==> src/rtl/load_store_unit.sv <==
`default_nettype none
// ============================================================================
// Module      : load_store_unit
// Description : Memory-access stage. Accepts an effective address, store data
//               and destination register from execute, performs a single
//               data-memory transaction over a req/ack bus and returns aligned,
//               sign/zero-extended load data for writeback. Misaligned,
//               illegal-size and timed-out accesses report an exception.
// Ports       : clk, rst (async, active-high)
//               i_req_*  : request from execute (valid/ready handshake)
//               o_mem_*  : memory request bus, i_mem_rdata/i_mem_ack response
//               o_done_valid, o_wb_* : one-cycle completion with writeback
//               o_exc_*  : exception report qualified by o_done_valid
// Revision    : 1.0 - initial release
// ============================================================================
module load_store_unit #(
    parameter int TIMEOUT_CYCLES = 64,    // BUSY cycles without ack before fault, 1..65535
    parameter bit TIMEOUT_EN     = 1'b1   // 0: wait for ack forever
) (
    input  logic        clk,
    input  logic        rst,
    input  logic        i_req_valid,
    output logic        o_req_ready,
    input  logic [3:0]  i_req_fn,
    input  logic [31:0] i_req_addr,
    input  logic [31:0] i_req_wdata,
    input  logic [4:0]  i_req_rd,
    output logic        o_mem_req,
    output logic        o_mem_we,
    output logic [31:0] o_mem_addr,
    output logic [3:0]  o_mem_wstrb,
    output logic [31:0] o_mem_wdata,
    input  logic [31:0] i_mem_rdata,
    input  logic        i_mem_ack,
    output logic        o_done_valid,
    output logic        o_wb_we,
    output logic [4:0]  o_wb_rd,
    output logic [31:0] o_wb_data,
    output logic        o_exc_valid,
    output logic [3:0]  o_exc_cause,
    output logic [31:0] o_exc_addr
);

    localparam logic [15:0] C_CNT_LAST = 16'(TIMEOUT_CYCLES - 1);

    typedef enum logic [1:0] {
        S_IDLE = 2'd0,
        S_BUSY = 2'd1,
        S_DONE = 2'd2
    } state_t;

    state_t      r_state;
    state_t      w_next;

    logic        r_store;
    logic        r_unsigned;
    logic [1:0]  r_size;
    logic [31:0] r_addr;
    logic [4:0]  r_rd;
    logic [3:0]  r_wstrb;
    logic [31:0] r_wdata;
    logic [31:0] r_rdata;
    logic [15:0] r_cnt;
    logic        r_exc;
    logic [3:0]  r_cause;

    logic        w_accept;
    logic        w_illegal;
    logic        w_misal;
    logic        w_expire;
    logic [3:0]  w_wstrb;
    logic [31:0] w_wdata;
    logic [31:0] w_lane;
    logic [31:0] w_load;
    logic        w_busy;
    logic        w_done;
    logic        w_ok_load;

    assign w_accept  = i_req_valid && (r_state == S_IDLE);
    assign w_illegal = (i_req_fn[1:0] == 2'b11);
    assign w_misal   = ((i_req_fn[1:0] == 2'b01) && i_req_addr[0]) ||
                       ((i_req_fn[1:0] == 2'b10) && (i_req_addr[1:0] != 2'b00));
    // The last counted cycle expires only if no ack arrives in it: ack wins.
    assign w_expire  = TIMEOUT_EN && !i_mem_ack && (r_cnt == C_CNT_LAST);

    // Store lane steering computed from the incoming request.
    always_comb begin
        w_wstrb = 4'b0000;
        w_wdata = i_req_wdata;
        case (i_req_fn[1:0])
            2'b00: begin
                w_wstrb = 4'b0001 << i_req_addr[1:0];
                w_wdata = {4{i_req_wdata[7:0]}};
            end
            2'b01: begin
                w_wstrb = 4'b0011 << i_req_addr[1:0];
                w_wdata = {2{i_req_wdata[15:0]}};
            end
            default: w_wstrb = 4'b1111;
        endcase
        if (!i_req_fn[3]) begin
            w_wstrb = 4'b0000;
        end
    end

    // Load extraction: shift the addressed lane down to bit 0, then extend.
    assign w_lane = i_mem_rdata >> {r_addr[1:0], 3'b000};
    always_comb begin
        w_load = i_mem_rdata;
        case (r_size)
            2'b00:   w_load = {{24{~r_unsigned & w_lane[7]}},  w_lane[7:0]};
            2'b01:   w_load = {{16{~r_unsigned & w_lane[15]}}, w_lane[15:0]};
            default: w_load = i_mem_rdata;
        endcase
    end

    // State register
    always_ff @(posedge clk or posedge rst) begin
        if (rst) begin
            r_state <= S_IDLE;
        end else begin
            r_state <= w_next;
        end
    end

    // Next-state logic
    always_comb begin
        w_next = r_state;
        case (r_state)
            S_IDLE: begin
                if (w_accept) begin
                    w_next = (w_illegal || w_misal) ? S_DONE : S_BUSY;
                end
            end
            S_BUSY: begin
                if (i_mem_ack || w_expire) begin
                    w_next = S_DONE;
                end
            end
            S_DONE:  w_next = S_IDLE;
            default: w_next = S_IDLE;
        endcase
    end

    // Request latch, timeout counter and response capture
    always_ff @(posedge clk or posedge rst) begin
        if (rst) begin
            r_store    <= 1'b0;
            r_unsigned <= 1'b0;
            r_size     <= 2'b00;
            r_addr     <= 32'd0;
            r_rd       <= 5'd0;
            r_wstrb    <= 4'd0;
            r_wdata    <= 32'd0;
            r_rdata    <= 32'd0;
            r_cnt      <= 16'd0;
            r_exc      <= 1'b0;
            r_cause    <= 4'd0;
        end else begin
            if (w_accept) begin
                r_store    <= i_req_fn[3];
                r_unsigned <= i_req_fn[2];
                r_size     <= i_req_fn[1:0];
                r_addr     <= i_req_addr;
                r_rd       <= i_req_rd;
                r_wstrb    <= w_wstrb;
                r_wdata    <= w_wdata;
                r_rdata    <= 32'd0;
                r_cnt      <= 16'd0;
                r_exc      <= w_illegal || w_misal;
                r_cause    <= w_illegal ? 4'd2 : (i_req_fn[3] ? 4'd6 : 4'd4);
            end else if (r_state == S_BUSY) begin
                if (i_mem_ack) begin
                    r_rdata <= w_load;
                end else if (w_expire) begin
                    r_exc   <= 1'b1;
                    r_cause <= r_store ? 4'd7 : 4'd5;
                end else if (TIMEOUT_EN) begin
                    r_cnt <= r_cnt + 16'd1;
                end
            end
        end
    end

    assign w_busy    = (r_state == S_BUSY);
    assign w_done    = (r_state == S_DONE);
    assign w_ok_load = w_done && !r_exc && !r_store;

    assign o_req_ready  = (r_state == S_IDLE);
    assign o_mem_req    = w_busy;
    assign o_mem_we     = w_busy && r_store;
    assign o_mem_addr   = w_busy ? {r_addr[31:2], 2'b00} : 32'd0;
    assign o_mem_wstrb  = w_busy ? r_wstrb : 4'd0;
    assign o_mem_wdata  = w_busy ? r_wdata : 32'd0;

    assign o_done_valid = w_done;
    assign o_wb_we      = w_ok_load;
    assign o_wb_rd      = w_ok_load ? r_rd : 5'd0;
    assign o_wb_data    = w_ok_load ? r_rdata : 32'd0;
    assign o_exc_valid  = w_done && r_exc;
    assign o_exc_cause  = (w_done && r_exc) ? r_cause : 4'd0;
    assign o_exc_addr   = (w_done && r_exc) ? r_addr : 32'd0;

endmodule
`default_nettype wire

==> config.mk <==
export PLATFORM = sky130hd
export DESIGN_NAME = load_store_unit
export DESIGN_NICKNAME = d
export VERILOG_FILES = /design/src/rtl/load_store_unit.sv
export SDC_FILE = /design/constraint.sdc
export NUM_CORES = 1
export LEC_CHECK = 0
export CAP_MARGIN = 30
export CORE_MARGIN = 1.5
export CORE_UTILIZATION = 31
export CTS_CLUSTER_DIAMETER = 40
export DETAILED_ROUTE_END_ITERATION = 16
export REMOVE_ABC_BUFFERS = 1
export SYNTH_ARGS = -nofsm -noshare
export SYNTH_HDL_FRONTEND = slang
export SYNTH_SLANG_ARGS = --single-unit
==> constraint.sdc <==
create_clock -name clk -period 8.6 [get_ports clk]
set_clock_uncertainty 0.15 [all_clocks]
set_input_delay 1.72 -clock clk [delete_from_list [all_inputs] [get_ports clk]]
set_output_delay 1.72 -clock clk [all_outputs]
set_load 0.005 [all_outputs]
==> key figures <==
Place
  – GP Congestion: about 0.76
  – HPWL after DPL: 14900 um
  – Port Buffers: roughly 250
  – Placed Instance Area: just under 0.01 mm2
  – Placed cells: 1284

GRT
  – Gr ovfl total: 0
  – Initial antenna violation count: 0
  – Vias in the first global route: about 6.3k
  – Overall Global Routing Usage: 0.190
  – First-pass GRT wire length: ~35000 um
  – Largest net degree at the start of global routing: 89

STA
  – Max Freq: between 0.2 and 0.25 GHz
  – Worst slew margin: 0.377
  – Hold Violations, Final: 0
  – RSZ-0062 raised after global routing: false
  – Pins Over Slew Limit: 0
  – Slew @ Worst Pin: 931 ps
  – Shortest period the worst path allows: between 4000 and 5000 ps
  – Setup-failing EPs final: 0
  – Final period utilization: 0.530
  – Setup_tns: 0 ps

Logic synthesis
  – Sequential share of the synthesized area: 0.467
  – YS warnings: 0
  – Synth cell types: 55
  – Area leader, netlist: dfrtp_1
  – Ys async rst share: 1.00
  – Most frequent cell after synthesis: nand2_1
  – Share of the synthesized area in the top cell type: 0.467
  – Synthesized area: 0.00702 mm2
  – Post-synth EDFFs: 0
  – Avg Inst Size Synth: 8.71 um2
  – Ranking of synthesized cells by area: dfrtp_1 47%, nand2_1 11%, and2_1 9.5%
  – Seq cells post-synth: between 100 and 150
  – Post-synth top cells: 201 x nand2_1, 131 x dfrtp_1, 107 x and2_1, 57 x clkbuf_1
  – Primary FF master, synth: dfrtp_1
  – Cells after Synth: 806

Drt
  – Post-detailed-route count of antenna-violating nets: 0
  – Final WL: approximately 22000 um
  – Routed len/inst: between 15 and 20 um
  – Via Count: between 6k and 7k
  – 1st-pass router iterations: 5
  – Drc violations: 0
  – DRT iter0 DRCs: approximately 290
  – Drt via density: approximately 4.8

Final layout
  – Ant diodes: 0
  – Nets: about 1.1k
  – Fillcell total: 2142
  – Layout Cells excl Fill: roughly 1.3k
  – Share of cells above drive strength 1: 0.0530
  – Post-layout util: 0.472
  – Finished Cell Area: 0.0104 mm2
  – Area grow syn2layout: 48.0%

Power and ir drop
  – Power Dens Cells: 243 mW/mm2
  – Clk pwr share: 0.295
  – Sw Ratio: 0.335
  – Power Total: roughly 2.5 mW
  – P_int: about 1.7 mW
  – Sequential power share: 0.382
  – Max VDD drop: ~0.15 mV
  – Leakage Power: 4.69 nW
  – Comb pwr share: 0.323
  – NetSw: 0.846 mW

Run status
  – Status: completed

Die
  – Cell Rows: 54
  – DIE AREA: roughly 0.024 mm2
  – Chip width: ~150 um
  – Placeable Area: around 0.022 mm2
  – Initial Utilization: 0.319
  – Die Y-Extent: 153 um
  – Io pins: ~260

Worst setup path
  – Crit-path max FO: between 60 and 70
  – Worst Setup End Kind: primary output
  – Worst EP required: approximately 6700 ps
  – Arr. time, crit path: between 2000 and 3000 ps
  – Worst setup path category: reg -> out
  – CP Launch Type: flip-flop

Clock network
  – CTS Sinks: around 130
  – Clock Pin Slew Worst Setup and Hold Paths: 60 ps
  – Htree depth: 4
  – Root Buffer: clkbuf_16
  – Hold_buf cts: 0
  – Post-CTS Setup Repair Bufs: 0
  – TritonCTS Buffers: 17
  – Clk buf depth: 2
  – Clock latency on the worst-skew pair: slightly above 400 ps
  – Post-CTS Resized: 0
  – CTS tree: done

Job
  – Max Cap Viol: 0

Min path
  – Worst min-delay path category: reg -> reg
[per-stage QoR]
step | setup WS (ps) | hold slack [ps]
after floorplan | 1050 | 287
after global placement | 4260 | 299
after detailed placement | 4270 | 304
after CTS | 3950 | 321
after global routing | 3820 | 345
final | 4050 | 314
[worst paths after layout]
check | endpoint | slack, ps | depth (start not counted) | from
min reg2reg | r_rd[0] | 310 | 2 | r_rd[0]
max | o_mem_wstrb[0] | 4050 | 4 | r_state[1]
min in group asynchronous | r_addr[20] | 1610 | 2 | rst
max reg2reg | r_rdata[31] | 6110 | 4 | r_addr[1]
min | r_rd[0] | 310 | 2 | r_rd[0]
max in group asynchronous | r_cause[1] | 5720 | 4 | rst
[layout make-up]
type / count / area, um2 / share of cell area
clock buffer: 18 / 429 / 0.0413
clock inverter: 14 / 176 / 0.0170
timing repair buffer: 263 / 2650 / 0.255
tap: 280 / 350 / 0.0337
multi-input combinational: 607 / 3480 / 0.335
sequential: 131 / 3280 / 0.316
inverter: 5 / 23.8 / 0.00229
[placed cells by master, fill, tap and decap left out, drive strengths merged, types with 5 or more instances in the layout]
cell type	netlist	final
a221o	16	16
and2	107	107
and3	39	39
nand3	7	7
nor2b	10	10
a22o	5	5
clkinv	0	5
a221oi	5	5
clkbuf	57	18
nand2	201	201
inv	5	9
a31oi	6	6
buf	8	11
nand4	6	6
o21ai	57	57
nor2	28	28
clkdlybuf4s50	0	252
mux2i	37	37
a21oi	24	24
o2bb2ai	9	9
dfrtp	131	131
[kinds of logic after synthesis]
kind of cell,Yosys count,synth area share
and+or+nand+nor,424,0.300
AOI/OAI and AO/OA,137,0.129
DFF,131,0.467
buffers and inverters,70,0.0403
muxes,39,0.0576
xor gates and xnor gates,3,0.00374
adders and majority gates,1,0.00178
other,1,0.000534
[power by group through the flow]
stage | registers, mW | clock network [mW] | logic, mW
after floorplan | 0.930 | 0 | 0.438
after global placement | 0.981 | 0 | 0.788
after detailed placement | 0.973 | 0 | 0.827
after CTS | 0.964 | 0.767 | 0.830
after global routing | 0.991 | 0.790 | 0.911
final | 0.964 | 0.746 | 0.816
[per-layer routing]
layer / up-vias / global-route usage / part of all wire
met5: - / 0 / 0
met2: 191 / 0.323 / 0.49
met1: 2991 / 0.239 / 0.44
met3: 27 / 0.0445 / 0.051
met4: 0 / 0.0638 / 0.023
li1: 3181 / - / -
[state kept, by name (all words and copies together), names as in the netlist]
signal	cells
r_addr	32
r_rdata	32
r_wdata	32
r_cnt	16
r_rd	5
r_wstrb	4
r_cause	3
r_size	2
r_state	2
r_exc	1
r_store	1
r_unsigned	1
[worst max-delay path: stages, from the launching register on]
cell,delay (ps)
dfrtp_1,460
nand2b_1,280
inv_2,700
and2_1,290
clkdlybuf4s50_1,530
(Power assumes the default switching activity.)
